--- config.mk ---
export PLATFORM = sky130hd
export DESIGN_NAME = obuf_ld_arbiter_flat
export DESIGN_NICKNAME = d
export VERILOG_FILES = /design/src/rtl/obuf_ld_arbiter_pkg.sv /design/src/rtl/obuf_ld_arbiter_if.sv /design/src/rtl/obuf_ld_arbiter_rd_tag_pipe.sv /design/src/rtl/obuf_ld_arbiter.sv /design/src/flat_wrapper.sv
export SDC_FILE = /design/constraint.sdc
export NUM_CORES = 1
export LEC_CHECK = 0
export CAP_MARGIN = 0
export CORE_AREA = 5 5 210 212
export CTS_BUF_LIST = sky130_fd_sc_hd__clkbuf_4 sky130_fd_sc_hd__clkbuf_8
export DETAILED_ROUTE_END_ITERATION = 10
export DIE_AREA = 0 0 215 217
export GPL_TIMING_DRIVEN = 0
export PLACE_DENSITY = 0.36
export SKIP_LAST_GASP = 1
export SYNTH_ARGS = -nofsm -noshare
export SYNTH_HDL_FRONTEND = slang
export SYNTH_HIERARCHICAL = 1
export SYNTH_SLANG_ARGS = --single-unit
--- constraint.sdc ---
create_clock -name clk -period 1.9 [get_ports clk]
set_input_delay 0.19 -clock clk [delete_from_list [all_inputs] [get_ports clk]]
set_output_delay 0.19 -clock clk [all_outputs]
set_load 0.01 [all_outputs]
--- src/rtl/obuf_ld_arbiter_pkg.sv ---
// Shared types and helpers for the OBUF read-port arbiter.
// Beat counter width and requester id width live here so the top and any reuse agree.
package obuf_arb_pkg;

    typedef enum logic [1:0] {
        ARB_IDLE  = 2'd0,
        ARB_LOCK0 = 2'd1,
        ARB_LOCK1 = 2'd2
    } arb_state_e;

    localparam int ID_W = 1;

    function automatic int BEAT_CNT_W(input int beats);
        return $clog2(beats + 1);
    endfunction

endpackage

--- src/rtl/obuf_ld_arbiter_if.sv ---
// Bundle of requester, OBUF read-port and status signals around the arbiter.
// The master modport is the arbiter's view; slave is the requesters/OBUF side.
interface obuf_ld_arbiter_if #(
    parameter int ADDR_WIDTH = 8,
    parameter int DATA_WIDTH = 256
);
    logic                  req0_v;
    logic [ADDR_WIDTH-1:0] req0_addr;
    logic                  req0_ready;
    logic                  req0_rd_data_v;
    logic                  req1_v;
    logic [ADDR_WIDTH-1:0] req1_addr;
    logic                  req1_ready;
    logic                  req1_rd_data_v;
    logic [DATA_WIDTH-1:0] rd_data;
    logic                  mem_req;
    logic [ADDR_WIDTH-1:0] mem_addr;
    logic                  mem_ready;
    logic [DATA_WIDTH-1:0] mem_rd_data;
    logic                  grant_id;
    logic                  busy;

    modport master (
        input  req0_v, req0_addr, req1_v, req1_addr, mem_ready, mem_rd_data,
        output req0_ready, req0_rd_data_v, req1_ready, req1_rd_data_v,
               rd_data, mem_req, mem_addr, grant_id, busy
    );

    modport slave (
        output req0_v, req0_addr, req1_v, req1_addr, mem_ready, mem_rd_data,
        input  req0_ready, req0_rd_data_v, req1_ready, req1_rd_data_v,
               rd_data, mem_req, mem_addr, grant_id, busy
    );

endinterface

--- src/rtl/obuf_ld_arbiter_rd_tag_pipe.sv ---
// Fixed-latency tag shift register; pushes every cycle, MSB of each entry is its valid flag.
// Used to steer returning read data back to whoever issued the beat.
module rd_tag_pipe #(
    parameter int DEPTH = 1,
    parameter int WIDTH = 2
) (
    input  logic             clk,
    input  logic             rst_n,
    input  logic [WIDTH-1:0] i_din,
    output logic [WIDTH-1:0] o_dout,
    output logic             o_any_valid
);

    logic [WIDTH-1:0] r_stage [DEPTH];

    always_ff @(posedge clk or negedge rst_n) begin
        if (!rst_n) begin
            for (int i = 0; i < DEPTH; i++) r_stage[i] <= '0;
        end else begin
            r_stage[0] <= i_din;
            for (int i = 1; i < DEPTH; i++) r_stage[i] <= r_stage[i-1];
        end
    end

    always_comb begin
        o_any_valid = 1'b0;
        for (int i = 0; i < DEPTH; i++) o_any_valid = o_any_valid | r_stage[i][WIDTH-1];
    end

    assign o_dout = r_stage[DEPTH-1];

endmodule

--- src/rtl/obuf_ld_arbiter.sv ---
// Two-requester OBUF read-port arbiter with BEATS-long locked groups and round-robin between groups.
// State | meaning:  IDLE - no group open;  LOCK0 - group open for req 0;  LOCK1 - group open for req 1.
module obuf_ld_arbiter
    import obuf_arb_pkg::*;
#(
    parameter int ADDR_WIDTH = 8,
    parameter int DATA_WIDTH = 256,
    parameter int BEATS      = 2,
    parameter int RD_LATENCY = 1
) (
    input  logic               clk,
    input  logic               resetn,
    obuf_ld_arbiter_if.master  bus
);

    localparam int              CNT_W     = BEAT_CNT_W(BEATS);
    localparam logic [1:0]      ST_IDLE   = ARB_IDLE;
    localparam logic [1:0]      ST_LOCK0  = ARB_LOCK0;
    localparam logic [1:0]      ST_LOCK1  = ARB_LOCK1;
    localparam logic [CNT_W-1:0] LAST_BEAT = CNT_W'(BEATS - 1);

    logic [1:0]            r_state;
    logic [CNT_W-1:0]      r_beat_cnt;
    logic                  r_ptr;
    logic                  r_active;

    logic                  w_winner;
    logic                  w_grantee;
    logic                  w_grantee_v;
    logic                  w_mem_req;
    logic                  w_accept;
    logic [ADDR_WIDTH-1:0] w_mem_addr;
    logic [DATA_WIDTH-1:0] w_rd_data;
    logic [ID_W:0]         w_tag_in;
    logic [ID_W:0]         w_tag_out;
    logic                  w_tag_busy;

    // Pointer breaks ties only; a lone requester always wins, and with no requester grant_id shows the favoured one.
    always_comb begin
        w_winner = r_ptr;
        if (bus.req0_v && !bus.req1_v)
            w_winner = 1'b0;
        else if (!bus.req0_v && bus.req1_v)
            w_winner = 1'b1;
    end

    always_comb begin
        case (r_state)
            ST_LOCK0: w_grantee = 1'b0;
            ST_LOCK1: w_grantee = 1'b1;
            default:  w_grantee = w_winner;
        endcase
    end

    assign w_grantee_v = w_grantee ? bus.req1_v : bus.req0_v;
    assign w_mem_req   = w_grantee_v & r_active;
    assign w_accept    = w_mem_req & bus.mem_ready;
    assign w_mem_addr  = w_grantee ? bus.req1_addr : bus.req0_addr;
    assign w_rd_data   = bus.mem_rd_data;

    assign bus.mem_req    = w_mem_req;
    assign bus.mem_addr   = w_mem_addr;
    assign bus.rd_data    = w_rd_data;
    assign bus.req0_ready = w_accept & ~w_grantee;
    assign bus.req1_ready = w_accept &  w_grantee;
    assign bus.grant_id   = r_active & w_grantee;

    always_ff @(posedge clk or negedge resetn) begin
        if (!resetn) begin
            r_state    <= ST_IDLE;
            r_beat_cnt <= '0;
            r_ptr      <= 1'b0;
            r_active   <= 1'b0;
        end else begin
            r_active <= 1'b1;
            case (r_state)
                ST_IDLE: begin
                    if (w_accept) begin
                        if (BEATS == 1) begin
                            r_ptr <= ~w_winner;
                        end else begin
                            r_state    <= w_winner ? ST_LOCK1 : ST_LOCK0;
                            r_beat_cnt <= CNT_W'(1);
                        end
                    end
                end
                ST_LOCK0, ST_LOCK1: begin
                    if (w_accept) begin
                        if (r_beat_cnt == LAST_BEAT) begin
                            r_state    <= ST_IDLE;
                            r_beat_cnt <= '0;
                            r_ptr      <= (r_state == ST_LOCK0);
                        end else begin
                            r_beat_cnt <= r_beat_cnt + 1'b1;
                        end
                    end
                end
                default: begin
                    r_state    <= ST_IDLE;
                    r_beat_cnt <= '0;
                end
            endcase
        end
    end

    assign w_tag_in = {w_accept, w_grantee};

    rd_tag_pipe #(
        .DEPTH (RD_LATENCY),
        .WIDTH (ID_W + 1)
    ) u_tag_pipe (
        .clk         (clk),
        .rst_n       (resetn),
        .i_din       (w_tag_in),
        .o_dout      (w_tag_out),
        .o_any_valid (w_tag_busy)
    );

    assign bus.req0_rd_data_v = w_tag_out[ID_W] & (w_tag_out[ID_W-1:0] == 1'b0);
    assign bus.req1_rd_data_v = w_tag_out[ID_W] & (w_tag_out[ID_W-1:0] == 1'b1);
    assign bus.busy           = (r_state != ST_IDLE) | w_tag_busy;

endmodule

--- src/flat_wrapper.sv ---
// flat-port wrapper written by rule: the top's interface ports become plain ports
module obuf_ld_arbiter_flat import obuf_arb_pkg::*;
#(
    parameter int ADDR_WIDTH = 8,
    parameter int DATA_WIDTH = 256,
    parameter int BEATS      = 2,
    parameter int RD_LATENCY = 1
)
  (clk, resetn, bus_req0_v, bus_req0_addr, bus_req1_v, bus_req1_addr, bus_mem_ready, bus_mem_rd_data, bus_req0_ready, bus_req0_rd_data_v, bus_req1_ready, bus_req1_rd_data_v, bus_rd_data, bus_mem_req, bus_mem_addr, bus_grant_id, bus_busy);
  obuf_ld_arbiter_if #(.ADDR_WIDTH(ADDR_WIDTH), .DATA_WIDTH(DATA_WIDTH)) bus_i ();
  input  logic clk;
  input  logic resetn;
  input wire logic [$bits(bus_i.req0_v)-1:0] bus_req0_v;
  input wire logic [$bits(bus_i.req0_addr)-1:0] bus_req0_addr;
  input wire logic [$bits(bus_i.req1_v)-1:0] bus_req1_v;
  input wire logic [$bits(bus_i.req1_addr)-1:0] bus_req1_addr;
  input wire logic [$bits(bus_i.mem_ready)-1:0] bus_mem_ready;
  input wire logic [$bits(bus_i.mem_rd_data)-1:0] bus_mem_rd_data;
  output wire logic [$bits(bus_i.req0_ready)-1:0] bus_req0_ready;
  output wire logic [$bits(bus_i.req0_rd_data_v)-1:0] bus_req0_rd_data_v;
  output wire logic [$bits(bus_i.req1_ready)-1:0] bus_req1_ready;
  output wire logic [$bits(bus_i.req1_rd_data_v)-1:0] bus_req1_rd_data_v;
  output wire logic [$bits(bus_i.rd_data)-1:0] bus_rd_data;
  output wire logic [$bits(bus_i.mem_req)-1:0] bus_mem_req;
  output wire logic [$bits(bus_i.mem_addr)-1:0] bus_mem_addr;
  output wire logic [$bits(bus_i.grant_id)-1:0] bus_grant_id;
  output wire logic [$bits(bus_i.busy)-1:0] bus_busy;
  assign bus_i.req0_v = bus_req0_v;
  assign bus_i.req0_addr = bus_req0_addr;
  assign bus_i.req1_v = bus_req1_v;
  assign bus_i.req1_addr = bus_req1_addr;
  assign bus_i.mem_ready = bus_mem_ready;
  assign bus_i.mem_rd_data = bus_mem_rd_data;
  assign bus_req0_ready = bus_i.req0_ready;
  assign bus_req0_rd_data_v = bus_i.req0_rd_data_v;
  assign bus_req1_ready = bus_i.req1_ready;
  assign bus_req1_rd_data_v = bus_i.req1_rd_data_v;
  assign bus_rd_data = bus_i.rd_data;
  assign bus_mem_req = bus_i.mem_req;
  assign bus_mem_addr = bus_i.mem_addr;
  assign bus_grant_id = bus_i.grant_id;
  assign bus_busy = bus_i.busy;
  obuf_ld_arbiter #(.ADDR_WIDTH(ADDR_WIDTH), .DATA_WIDTH(DATA_WIDTH), .BEATS(BEATS), .RD_LATENCY(RD_LATENCY)) u_core (.clk(clk), .resetn(resetn), .bus(bus_i));
endmodule
==> out/metrics.cfg <==
[status]
status=finished with violations
failed_checks=negative setup slack

[clock_tree]
path_clk_slew_ns=0.04
insertion_delay_ns=0.23
cts-htree-levels=1
clock_path_buffers=2
numCtsBuffers=3
clkSinkCount=8
cts_root_buf=clkbuf_8
cts_tree=built

[finish]
diodes=0
layout.nets=909
drive_above_1_share=0.489
finish.utilization=0.153
seqCellArea_um2=200
syn2layout_area_growth_pct=148
fill_cells=4645
multiInputGateArea_um2=463
fin_area_mm2=0.00638

[routing]
remaining_drc_errors=0
routed_wl_mm=14.4
vias_per_cell=2.44
num_vias=2840
wl_per_cell_um=12.3
final_antenna_net_count=0
drt_iter0_markers=101
firstDrtPassIters=4

[min_path]
hp-class=input pin to async pin

[sta]
max_freq_mhz=470
fin_hold_ws_ns=0.258
rsz0062_at_grt=true
period_share=1.12
period_needed_ns=2.13
final.setup.tns_ns=-1.69
worst_pin_slew_ns=0.571
slew_headroom=0.618
setup_viol=12
finalClockSkew_ns=0.00276
drv_slew=0
setup_slack_ns=-0.227
finalHoldViolCount=0

[global_route]
top_usage_layer=met2
gr-usage-met1=0.0538
grt_max_degree=9
grt_util_met2=0.104
antenna_found_initial=0
met3_usage=0.0208
grt_pass1_wl_mm=19.3
grt_overflow=0
grt_pass1_vias=3101
grt_usage=0.0523

[setup_path]
worstReg2RegStart=u_core/r_state[0]
crit_type=register to output port
r2r_end=u_core/r_state[1]
crit_path_end=bus_mem_addr[2]
r2r_slack_ns=0.07
cp.required_ns=1.71
crit_start=u_core/r_state[0]
arrival_ns=1.94
cp-end-kind=output port
critPathLaunchType=register
crit_fanout=5
ff2ff_path_depth=7

[synthesis]
ys_warn_count=6
synth_cells=319
yosys.cell_types.count=28
ys_seq_area_frac=0.0779
avgSynthCellArea_um2=8.06
synth_seq_cells=8
syn-cell-area_mm2=0.00257
synth.net_count=600

[placement]
post_dp_cell_area_mm2=0.00616
pre_cts_slack_ns=-0.730
hpwl_mm=13.4
gp_congestion=0.780
port_buffers=291

[floorplanning]
rows=75
chipWidth_um=215
ioPinCount=548
die_h_um=217
die_area_mm2=0.0467
start_util=0.0615
core-area_mm2=0.0418

[power]
power.density_mw_per_mm2=442
p_leak_nw=2.83
ir_drop_v=0.000288

[run]
drv_cap=0

flip-flops by register name, indices dropped and copies added (netlist names):
signal and cells:
u_core/u_tag_pipe/o_dout 2, u_core/r_state 2, u_core/r_ptr 1, u_core/r_active 1, u_core/r_beat_cnt 2
per-layer routing:
layer,part of all wire,routed length [µm],vias to the layer above
li1,-,-,1347
met1,0.32,4590,1200
met2,0.56,8010,287
met3,0.12,1730,6
met4,0.0028,40,0
met5,0,0,-
cells in the final DEF, fill, tap and decap left out, types with 2 or more instances in the layout:
cell / n
clkdlybuf4s50_1: 276
buf_4: 268
buf_6: 11
mux2_4: 8
dfrtp_1: 8
dlygate4sd2_1: 4
nor2_1: 4
clkbuf_8: 3
inv_2: 3
o21ai_0: 3
a21oi_1: 3
nor2b_1: 3
mux2i_4: 2
buf_12: 2
and2_1: 2
nand2b_1: 2
nand2_1: 2
o31ai_1: 2
a21boi_0: 2
ha_1: 2
synthesized netlist by cell type:
| master | n | area share |
|---|---|---|
| buf_4 | 257 | 0.75 |
| dfrtp_1 | 8 | 0.078 |
| mux2_4 | 6 | 0.035 |
| a21oi_1 | 4 | 0.0078 |
| ha_1 | 4 | 0.019 |
| nor2_1 | 4 | 0.0058 |
| nor2b_1 | 4 | 0.0097 |
| inv_1 | 3 | 0.0044 |
| mux2_2 | 3 | 0.013 |
| o21ai_0 | 3 | 0.0058 |
| a21boi_0 | 2 | 0.0058 |
| and2_1 | 2 | 0.0049 |
| nand2_1 | 2 | 0.0029 |
| nand2b_1 | 2 | 0.0049 |
| o31ai_1 | 2 | 0.0058 |
| a41o_1 | 1 | 0.0039 |
| buf_2 | 1 | 0.0019 |
| buf_6 | 1 | 0.0044 |
| conb_1 | 1 | 0.0015 |
| inv_2 | 1 | 0.0015 |
| maj3_2 | 1 | 0.0044 |
| mux2i_1 | 1 | 0.0039 |
| mux2i_4 | 1 | 0.0088 |
| nand3_1 | 1 | 0.0019 |
| nand4b_1 | 1 | 0.0034 |
| o211ai_1 | 1 | 0.0029 |
| o21bai_1 | 1 | 0.0029 |
| o221a_2 | 1 | 0.0044 |
worst min-delay path by stage:
stage                     startpoint               to  slack (ns)  cells after the start
final                         resetn  u_core/r_active        0.26                      1
after global placement        resetn  u_core/r_active        0.52                      1
after floorplan               resetn  u_core/r_active       -0.11                      0
after CTS                     resetn  u_core/r_active        0.27                      1
after global routing          resetn  u_core/r_active        0.28                      1
after detailed placement      resetn  u_core/r_active        0.52                      1
through the flow:
step	power (W)	std cells
6_report	0.00282	1165
5_1_grt	0.00302	1165
4_1_cts	0.00285	1164
3_5_place_dp	0.00231	1149
3_3_place_gp	0.00232	1149
2_1_floorplan	0.00131	319
cell type report:
cell class,instances,area share
buffer,258,0.305
multi-input combinational,48,0.0725
clock buffer,3,0.00647
timing repair buffer,305,0.476
sequential,8,0.0314
tap,539,0.106
inverter,4,0.00235
critical path: stages (launching register included):
cell,delay (ns)
dfrtp_1,0.38
inv_2,0.08
ha_4,0.29
mux2i_4,0.27
buf_12,0.15
buf_12,0.11
mux2_4,0.30
buf_6,0.12
power by group:
group / total, W / leakage (nW) / internal, W / switching [W]
Clock: 0.000204 / 0.0216 / 0.000137 / 0.0000663
Sequential: 0.000278 / 0.105 / 0.000222 / 0.0000559
Combinational: 0.00234 / 2.70 / 0.00148 / 0.000859
Total: 0.00282 / 2.83 / 0.00184 / 0.000981
cells by family (layout without fill, tap and decap cells):
kind of cell | count (synthesis) | count (layout) | share of synthesized area
adders and majority gates | 5 | 5 | 0.0239
other | 1 | 1 | 0.00146
AOI/OAI and AO/OA | 15 | 15 | 0.0394
and+or+nand+nor | 16 | 16 | 0.0336
buffers and inverters | 263 | 570 | 0.763
DFF | 8 | 8 | 0.0779
muxes | 11 | 11 | 0.0609
timing repair:
item / in CTS / in global routing
setup buffers: 12 / 2
pin swaps: 1 / 2
setup endpoints to repair: 15 / 13
hold buffers: 0 / 0
resized for setup: 72 / 5
gates cloned: 0 / 0
(Power assumes the default switching activity.)
